## src/rtl/conv_seq_engine_if.sv

```systemverilog
// Handshake and tile bus between a convolution requester and conv_seq_engine.
interface conv_seq_engine_if #(
    parameter int unsigned DW = 8,
    parameter int unsigned N  = 4,
    parameter int unsigned K  = 3
);
    localparam int unsigned M = N - K + 1;

    logic                  start_i;
    logic [N*N*DW-1:0]     ifmap_i;
    logic [K*K*DW-1:0]     filter_i;
    logic                  busy_o;
    logic                  done_o;
    logic [M*M*DW-1:0]     ofmap_o;

    modport master (
        output start_i, ifmap_i, filter_i,
        input  busy_o, done_o, ofmap_o
    );

    modport slave (
        input  start_i, ifmap_i, filter_i,
        output busy_o, done_o, ofmap_o
    );
endinterface

```

## src/rtl/conv_seq_engine.sv

```systemverilog
// Sequential valid-mode 2-D convolution, one MAC per clock, saturating output.
// Optional ReLU on written results: define CONV_SEQ_RELU_EN.
module conv_seq_engine #(
    parameter int unsigned DW = 8,
    parameter int unsigned N  = 4,
    parameter int unsigned K  = 3
) (
    input  logic                clk,
    input  logic                rst,
    conv_seq_engine_if.slave    bus
);
    localparam int unsigned M   = N - K + 1;
    localparam int unsigned AW  = 2 * DW + $clog2(K * K);
    localparam int unsigned MCW = (M > 1) ? $clog2(M) : 1;
    localparam int unsigned KCW = (K > 1) ? $clog2(K) : 1;
    localparam int unsigned NIW = (N > 1) ? $clog2(N) : 1;

    localparam logic signed [AW-1:0] SAT_MAX = {{(AW-DW+1){1'b0}}, {(DW-1){1'b1}}};
    localparam logic signed [AW-1:0] SAT_MIN = {{(AW-DW+1){1'b1}}, {(DW-1){1'b0}}};
    localparam logic signed [DW-1:0] RES_MAX = {1'b0, {(DW-1){1'b1}}};
    localparam logic signed [DW-1:0] RES_MIN = {1'b1, {(DW-1){1'b0}}};

    typedef enum logic [1:0] {IDLE, MAC, DONE} state_t;

    state_t state, state_n;
    logic   busy_q, done_q;

    logic signed [DW-1:0] ifm [N][N];
    logic signed [DW-1:0] flt [K][K];
    logic signed [DW-1:0] ofm [M][M];
    logic signed [AW-1:0] acc;
    logic [MCW-1:0]       orow, ocol;
    logic [KCW-1:0]       kr, kc;

    logic                   last_kc, last_tap, last_col, last_row;
    logic [NIW-1:0]         wr, wc;
    logic [KCW-1:0]         fr, fc;
    logic signed [2*DW-1:0] prod;
    logic signed [AW-1:0]   acc_sum;
    logic signed [DW-1:0]   res;
    logic [M*M*DW-1:0]      ofmap_flat;

    // Window tap, flipped filter tap, and the saturated result of this tap
    always_comb begin
        last_kc  = (kc == KCW'(K - 1));
        last_tap = last_kc && (kr == KCW'(K - 1));
        last_col = (ocol == MCW'(M - 1));
        last_row = (orow == MCW'(M - 1));
        wr       = NIW'(orow) + NIW'(kr);
        wc       = NIW'(ocol) + NIW'(kc);
        fr       = KCW'(K - 1) - kr;
        fc       = KCW'(K - 1) - kc;
        prod     = (2*DW)'(ifm[wr][wc]) * (2*DW)'(flt[fr][fc]);
        acc_sum  = acc + AW'(prod);
        if (acc_sum > SAT_MAX)      res = RES_MAX;
        else if (acc_sum < SAT_MIN) res = RES_MIN;
        else                        res = acc_sum[DW-1:0];
`ifdef CONV_SEQ_RELU_EN
        if (res[DW-1]) res = '0;
`endif
    end

    always_comb begin
        state_n = state;
        case (state)
            IDLE:    if (bus.start_i) state_n = MAC;
            MAC:     if (last_tap && last_row && last_col) state_n = DONE;
            DONE:    state_n = IDLE;
            default: state_n = IDLE;
        endcase
    end

    // busy/done are decoded from the next state so they leave as flops
    always_ff @(posedge clk) begin
        if (rst) begin
            state  <= IDLE;
            busy_q <= 1'b0;
            done_q <= 1'b0;
        end else begin
            state  <= state_n;
            busy_q <= (state_n == MAC);
            done_q <= (state_n == DONE);
        end
    end

    always_ff @(posedge clk) begin
        if (rst) begin
            acc  <= '0;
            orow <= '0;
            ocol <= '0;
            kr   <= '0;
            kc   <= '0;
            for (int r = 0; r < int'(N); r++)
                for (int c = 0; c < int'(N); c++) ifm[r][c] <= '0;
            for (int r = 0; r < int'(K); r++)
                for (int c = 0; c < int'(K); c++) flt[r][c] <= '0;
            for (int r = 0; r < int'(M); r++)
                for (int c = 0; c < int'(M); c++) ofm[r][c] <= '0;
        end else begin
            case (state)
                IDLE: if (bus.start_i) begin
                    for (int r = 0; r < int'(N); r++)
                        for (int c = 0; c < int'(N); c++)
                            ifm[r][c] <= bus.ifmap_i[(r*int'(N)+c)*int'(DW) +: DW];
                    for (int r = 0; r < int'(K); r++)
                        for (int c = 0; c < int'(K); c++)
                            flt[r][c] <= bus.filter_i[(r*int'(K)+c)*int'(DW) +: DW];
                    acc  <= '0;
                    orow <= '0;
                    ocol <= '0;
                    kr   <= '0;
                    kc   <= '0;
                end
                MAC: begin
                    if (last_tap) begin
                        ofm[orow][ocol] <= res;
                        acc <= '0;
                        kr  <= '0;
                        kc  <= '0;
                        if (last_col) begin
                            ocol <= '0;
                            orow <= last_row ? '0 : orow + MCW'(1);
                        end else begin
                            ocol <= ocol + MCW'(1);
                        end
                    end else begin
                        acc <= acc_sum;
                        if (last_kc) begin
                            kc <= '0;
                            kr <= kr + KCW'(1);
                        end else begin
                            kc <= kc + KCW'(1);
                        end
                    end
                end
                default: ;
            endcase
        end
    end

    always_comb begin
        ofmap_flat = '0;
        for (int r = 0; r < int'(M); r++)
            for (int c = 0; c < int'(M); c++)
                ofmap_flat[(r*int'(M)+c)*int'(DW) +: DW] = ofm[r][c];
    end

    assign bus.busy_o  = busy_q;
    assign bus.done_o  = done_q;
    assign bus.ofmap_o = ofmap_flat;
endmodule

```

## src/flat_wrapper.sv

```systemverilog
// flat-port wrapper written by rule: the top's interface ports become plain ports
module conv_seq_engine_flat 
#(
    parameter int unsigned DW = 8,
    parameter int unsigned N  = 4,
    parameter int unsigned K  = 3
)
  (clk, rst, bus_start_i, bus_ifmap_i, bus_filter_i, bus_busy_o, bus_done_o, bus_ofmap_o);
  conv_seq_engine_if #(.DW(DW), .N(N), .K(K)) bus_i ();
  input  logic clk;
  input  logic rst;
  input wire logic [$bits(bus_i.start_i)-1:0] bus_start_i;
  input wire logic [$bits(bus_i.ifmap_i)-1:0] bus_ifmap_i;
  input wire logic [$bits(bus_i.filter_i)-1:0] bus_filter_i;
  output wire logic [$bits(bus_i.busy_o)-1:0] bus_busy_o;
  output wire logic [$bits(bus_i.done_o)-1:0] bus_done_o;
  output wire logic [$bits(bus_i.ofmap_o)-1:0] bus_ofmap_o;
  assign bus_i.start_i = bus_start_i;
  assign bus_i.ifmap_i = bus_ifmap_i;
  assign bus_i.filter_i = bus_filter_i;
  assign bus_busy_o = bus_i.busy_o;
  assign bus_done_o = bus_i.done_o;
  assign bus_ofmap_o = bus_i.ofmap_o;
  conv_seq_engine #(.DW(DW), .N(N), .K(K)) u_core (.clk(clk), .rst(rst), .bus(bus_i));
endmodule
```

## config.mk

```make
export PLATFORM = sky130hd
export DESIGN_NAME = conv_seq_engine_flat
export DESIGN_NICKNAME = d
export VERILOG_FILES = /design/src/rtl/conv_seq_engine_if.sv /design/src/rtl/conv_seq_engine.sv /design/src/flat_wrapper.sv
export SDC_FILE = /design/constraint.sdc
export NUM_CORES = 1
export LEC_CHECK = 0
export ABC_AREA = 1
export CORE_AREA = 2 2 216 155
export CTS_BUF_LIST = sky130_fd_sc_hd__clkbuf_8
export DETAILED_ROUTE_END_ITERATION = 12
export DIE_AREA = 0 0 218 157
export PLACE_DENSITY = 0.78
export REMOVE_ABC_BUFFERS = 1
export SLEW_MARGIN = 10
export SYNTH_ARGS = -nofsm -noshare
export SYNTH_HDL_FRONTEND = slang
export SYNTH_SLANG_ARGS = --single-unit
```

## constraint.sdc

```tcl
create_clock -name clk -period 16.2 [get_ports clk]
set_clock_uncertainty 0.05 [all_clocks]
set_input_delay 1.62 -clock clk [delete_from_list [all_inputs] [get_ports clk]]
set_output_delay 1.62 -clock clk [all_outputs]
set_load 0.01 [all_outputs]
```

==> impl_metrics.toml, run 1 <==
[clock_network]
cts-root-to-sink-buffers = 3
ctsHtreeMaxLevel = 2
clk_pin_slew_worst_paths_ns = 0.06
tritoncts.num_buffers = 41
clk-insertion-delay-late_ns = 0.57
cts_repair_resize_count = 0
cts.repair_timing.setup_buffer_count = 0
clock_sinks = 262
cts-root-buf = "clkbuf_8"
tritoncts = "yes"
ctsHoldBuffers = 0

[sta]
number_of_failing_hold_endpoints_at_the_final_stage = 0
final-setup-viol-count = 0
finalCriticalPeriod_ns = 8.55
setup-tns-final_ns = 0
timing.final.crit_share_pct = 52.8
tightestPinTransition_ns = 1.23
fmax_ghz = 0.117
slew_headroom_pct = 17.8
rsz0062_at_grt = "false"
final-max-slew-violation-count = 0

[floorplanning]
floorplan.die.width_microns = 218
ios = 237
fp.coreArea_sq_um = 31900
initial_core_util_pct = 50.7
fp.dieArea_sq_um = 34200
die_height_microns = 157
std_cell_rows = 55

[setup_path]
worst-endpoint-arrival_ns = 8.79
crit_path_start_kind = "flop"
endpoint_kind = "flop"
timing_worst_setup_path_type = "flop to flop"
worstPathMaxFanout = 28
crit_path_max_cell_delay_ns = 0.75
slowest_stage = "ha_1"
critical_path_required_ns = 16.44

[logic_synthesis]
synth_top_area_share_pct = 43.0
synthesis.area_per_instance_sq_um = 9.16
synth_cell_types = 50
proportion_of_register_bits_with_asynchronous_set_or_reset_after_synthesis_pct = 0
netlist_top_cells_count = "401 x inv_1, 315 x nor2_1, 276 x nand2_1, 232 x edfxtp_1, 89 x fa_1"
synth-main-ff-cell = "edfxtp_1"
ys_ff_latch = 262
number_of_enable_flip_flop_cells_after_synthesis = 232
synth.top_cells.by_area = "edfxtp_1 43%, fa_1 11%, inv_1 9.3%"
yosysSeqAreaShare_pct = 46.7
syn_area_sq_um = 16200
synth_cells = 1767
most_numerous_cell_in_the_yosys_netlist = "inv_1"
synth_top_cell_by_area = "edfxtp_1"
synth-warning-count = 0

[grt]
grt_remaining_overflow = 0
grt_pass1_vias = 12200
grt_use_total_pct = 23.8
grt_pass1_wl_microns = 63900
antenna_found_initial = 0
grt_max_degree = 198

[pwr]
power.clock.fraction_pct = 12.5
power_switching_uw = 2100
power.density_cell_area_nw_per_um2 = 208
leak_uw = 0.00943
internal-power_uw = 1980
power.combinational.fraction_pct = 67.5
worst_ir_drop_vdd_mv = 0.196
power.switching_fraction_pct = 51.5
pwr-share-seq_pct = 20.0

[routing]
detail_route.vias_per_cell = 5.02
detail_route.wirelength_microns = 39900
route.vias.total = 12300
drtPass1Iterations = 6
drtIter0Drc = 1353
drc = 0
route.detailed.wl_per_inst_microns = 16.3
final_antenna_net_count = 0

[placed_design]
post-place-cells = 2382
number_of_buffers_inserted_by_port_buffering = 236
gp_congestion = 1.02
place_hpwl_microns = 29500

[finish]
fraction_of_final_layout_cells_with_drive_strength_greater_than_1_pct = 7.42
antenna_cells = 0
post_layout_nonfiller_instances = 2449
num-nets-final = 2342
area_growth_syn_to_layout_pct = 21.3

[worst_hold_path]
holdCritPathClass = "flop to flop"

[run_status]
outcome = "finished clean"

[flow_run]
drv_cap = 0
stage by stage:
| step | power [uW] | instance area [sq um] | utilization (%) | setup WS (ns) | hold WS, ns |
|---|---|---|---|---|---|
| 4_1_cts | 4050 | 19700 | 61.5 | 7.78 | 0.413 |
| 2_1_floorplan | 2820 | 15900 | - | -0.504 | 0.385 |
| 3_5_place_dp | 3520 | 18900 | 59.3 | 7.81 | 0.403 |
| 6_report | 4080 | 19700 | 61.5 | 7.65 | 0.412 |
| 3_3_place_gp | 3460 | 18900 | 59.3 | 7.94 | 0.403 |
| 5_1_grt | 4470 | 19700 | 61.5 | 7.07 | 0.432 |
registers in the layout, indices dropped and copies added, names as in the netlist:
register and count:
u_core.kc 2, u_core.last_row 1, u_core.last_col 1, u_core.ofm 32, u_core.flt 72, u_core.kr 2, u_core.bus.done_o 1, u_core.state 2
u_core.acc 20, u_core.bus.busy_o 1, u_core.ifm 128
cells by family (layout without fill, tap and decap cells):
group / Yosys count / count (layout) / synth area share (%)
and+or+nand+nor: 669 / 669 / 16.8
muxes: 64 / 64 / 4.20
DFF: 262 / 262 / 46.7
xor gates and xnor gates: 5 / 5 / 0.317
buffers and inverters: 467 / 722 / 11.3
adders and majority gates: 141 / 141 / 15.0
AOI/OAI and AO/OA: 159 / 159 / 5.69
path summary, 6_finish.rpt:
| kind | from | end | slack (ns) | depth (start not counted) |
|---|---|---|---|---|
| worst max register to register | u_core.kr[0] | u_core.ofm[1][14] | 7.65 | 25 |
| worst min register to register | u_core.acc[1] | u_core.acc[1] | 0.41 | 2 |
| worst min-delay path | u_core.acc[1] | u_core.acc[1] | 0.41 | 2 |
| worst max-delay path | u_core.kr[0] | u_core.ofm[1][14] | 7.65 | 25 |
worst max-delay path, delay by kind of cell, from the launching register on:
family                     cells  cell delay [ns]
adders and majority gates      7             3.65
AOI/OAI and AO/OA              5             1.71
buffers and inverters          6             1.45
and+or+nand+nor                7             1.07
DFF                            1             0.31
power by group through the flow:
stage,Clock (uW),Sequential [uW],Combinational [uW]
4_1_cts,522,816,2720
5_1_grt,549,820,3100
3_5_place_dp,0,830,2690
3_3_place_gp,0,828,2630
6_report,511,816,2750
2_1_floorplan,0,843,1970
cells in the final DEF (no fill, tap or decap), types with 3 or more instances in the layout:
master,synthesis,final
nand3_1,31,31
nand2_1,276,276
o21a_1,6,6
clkinv_1,3,9
nand2_2,22,22
o21ai_2,6,6
o21ai_0,54,53
mux2_2,32,32
a31oi_1,7,7
inv_1,401,409
o32ai_1,6,6
mux2i_1,32,32
a21oi_1,65,65
clkdlybuf4s50_1,0,236
clkinv_2,0,4
edfxtp_1,232,232
clkbuf_8,0,44
nand4_1,6,6
or2_2,3,3
buf_4,3,10
ha_1,52,51
clkinvlp_4,0,4
inv_2,4,4
nor2_2,3,4
fa_1,89,89
xnor2_1,4,4
nor2_1,315,314
dfxtp_1,30,30
metal layers:
layer  global-route usage (%)  wire length (microns)
met2                     36.8                  17400
met3                     6.05                   3700
met5                        0                      0
met4                     6.15                    877
met1                     33.7                  17900
layout make-up:
cell class | instances | area [sq um]
tap | 427 | 534
multi-input combinational | 1038 | 6840
sequential | 262 | 7570
clock buffer | 44 | 606
timing repair buffer | 247 | 2460
clock inverter | 23 | 114
inverter | 408 | 1530
fill | 2661 | 12300
Power figures use the tool's default switching activity.
==> run 2: changes to the inputs <==
Clock period 16.2 ns to 7.26 ns, I/O delays scaled along.
==> impl_metrics.toml, run 2 (same netlist as run 1, synthesis figures left out) <==
[sta]
timing.final.crit_share_pct = 97.3
slew_headroom_pct = 21.4
final-max-slew-violation-count = 0
tightestPinTransition_ns = 1.18
number_of_failing_hold_endpoints_at_the_final_stage = 0
finalCriticalPeriod_ns = 7.07
setup_slack_ns = 0.193
final-setup-viol-count = 0
fmax_ghz = 0.141

[finish]
fraction_of_final_layout_cells_with_drive_strength_greater_than_1_pct = 9.96
seq_area_sq_um = 7570
layout.cells.most_common_list = "419 x inv_1, 310 x nor2_1, 275 x nand2_1, 236 x clkdlybuf4s50_1, 232 x edfxtp_1"
max_flop_register = "u_core.ifm"
most_common_cell_after_layout_fill_and_taps_aside = "inv_1"
multi_input_comb_area_sq_um = 6990
number_of_flip_flops_under_the_largest_register_name = 128
layout_top_registers = "u_core.ifm (128), u_core.flt (72), u_core.ofm (32)"
num-nets-final = 2382
post_layout_nonfiller_instances = 2495
antenna_cells = 0
area_growth_syn_to_layout_pct = 24.2
layout.filler_cells = 2576

[routing]
route.vias.total = 12500
route.detailed.wl_per_inst_microns = 16.7
drtIter0Drc = 1287
detail_route.wirelength_microns = 41600
drtPass1Iterations = 6
drc = 0
detail_route.vias_per_cell = 5.00
final_antenna_net_count = 0

[setup_path]
slowest_stage = "fa_1"
timing_worst_setup_path_type = "flop to flop"
worstPathMaxFanout = 12
worst-endpoint-arrival_ns = 7.32
crit_path_start_kind = "flop"
crit_path_max_cell_delay_ns = 0.51
critical_path_required_ns = 7.51
endpoint_kind = "flop"

[placed_design]
post-place-cells = 2404
gp_congestion = 0.933
number_of_buffers_inserted_by_port_buffering = 236
pre_cts_ws_ns = 0.0902
place_hpwl_microns = 30200

[pwr]
leak_uw = 0.00968
power.density_cell_area_nw_per_um2 = 490
p_total_uw = 9860
worst_ir_drop_vdd_mv = 0.403

[floorplanning]
ios = 237
floorplan.die.width_microns = 218
fp.dieArea_sq_um = 34200
std_cell_rows = 55
die_height_microns = 157
initial_core_util_pct = 50.7
fp.coreArea_sq_um = 31900

[grt]
grt_remaining_overflow = 0
grt_max_degree = 201
antenna_found_initial = 0
grt_pass1_wl_microns = 64900
grt_use_total_pct = 24.2
grt_pass1_vias = 12600

[clock_network]
clock_sinks = 262
ctsHoldBuffers = 0
cts-root-buf = "clkbuf_8"
tritoncts.num_buffers = 41
tritoncts = "yes"
ctsHtreeMaxLevel = 2
cts-root-to-sink-buffers = 3
clk-insertion-delay-late_ns = 0.58
clk_pin_slew_worst_paths_ns = 0.06

[worst_hold_path]
holdCritPathClass = "flop to flop"

[flow_run]
drv_cap = 0

[run_status]
outcome = "finished clean"
==> run 2: final timing paths <==
kind              slack (ns)                 to             from  depth (start not counted)
hold / removal          0.42      u_core.acc[4]    u_core.acc[4]                          2
setup reg to reg        0.19  u_core.ofm[1][10]  u_core.last_row                         28
hold reg to reg         0.42      u_core.acc[4]    u_core.acc[4]                          2
setup / recovery        0.19  u_core.ofm[1][10]  u_core.last_row                         28
==> run 2: routing by layer <==
layer | vias to the layer above | routed length [microns] | global-route usage, %
met3 | 60 | 3640 | 5.39
li1 | 6026 | - | -
met1 | 5884 | 18900 | 34.7
met4 | 0 | 685 | 5.25
met2 | 511 | 18300 | 37.8
met5 | - | 0 | 0
==> run 2: repair_timing <==
item / 4_1_cts / 5_1_grt
setup endpoints to repair: 0 / 31
buffers inserted: 0 / 15
gates resized for setup: 0 / 33
==> run 2: per-stage QoR <==
stage	util, %	TNS (ns)	hold WS [ns]	instance area [sq um]
after floorplan	-	-1763.06	0.385	15900
after global placement	59.9	0	0.403	19100
after detailed placement	59.9	0	0.411	19100
after CTS	62.1	0	0.419	19800
after global routing	63.0	-1.06	0.459	20100
final	63.0	0	0.419	20100
==> run 2: cell type report <==
cell class              instances  area share [%]
clock buffers                  42            2.87
clock inverters                31           0.697
inverters                     408            7.63
multi-input cells            1042            34.8
flip-flops and latches        262            37.6
well taps                     427            2.66
repair buffers                283            13.7
==> run 2: worst max-delay path, delay by kind of cell (launching register included) <==
kind | cells | cell delay [ns]
buf+inv | 7 | 0.81
mux | 1 | 0.33
simple gates | 8 | 1.07
flops | 1 | 0.37
fa+ha+maj | 7 | 3.07
compound gates | 5 | 1.05
==> run 2: where the power goes <==
part	leakage [uW]	switching, uW	internal [uW]
clock	0.000432	590	540
combinational	0.00651	4550	2360
sequential	0.00273	46.9	1770
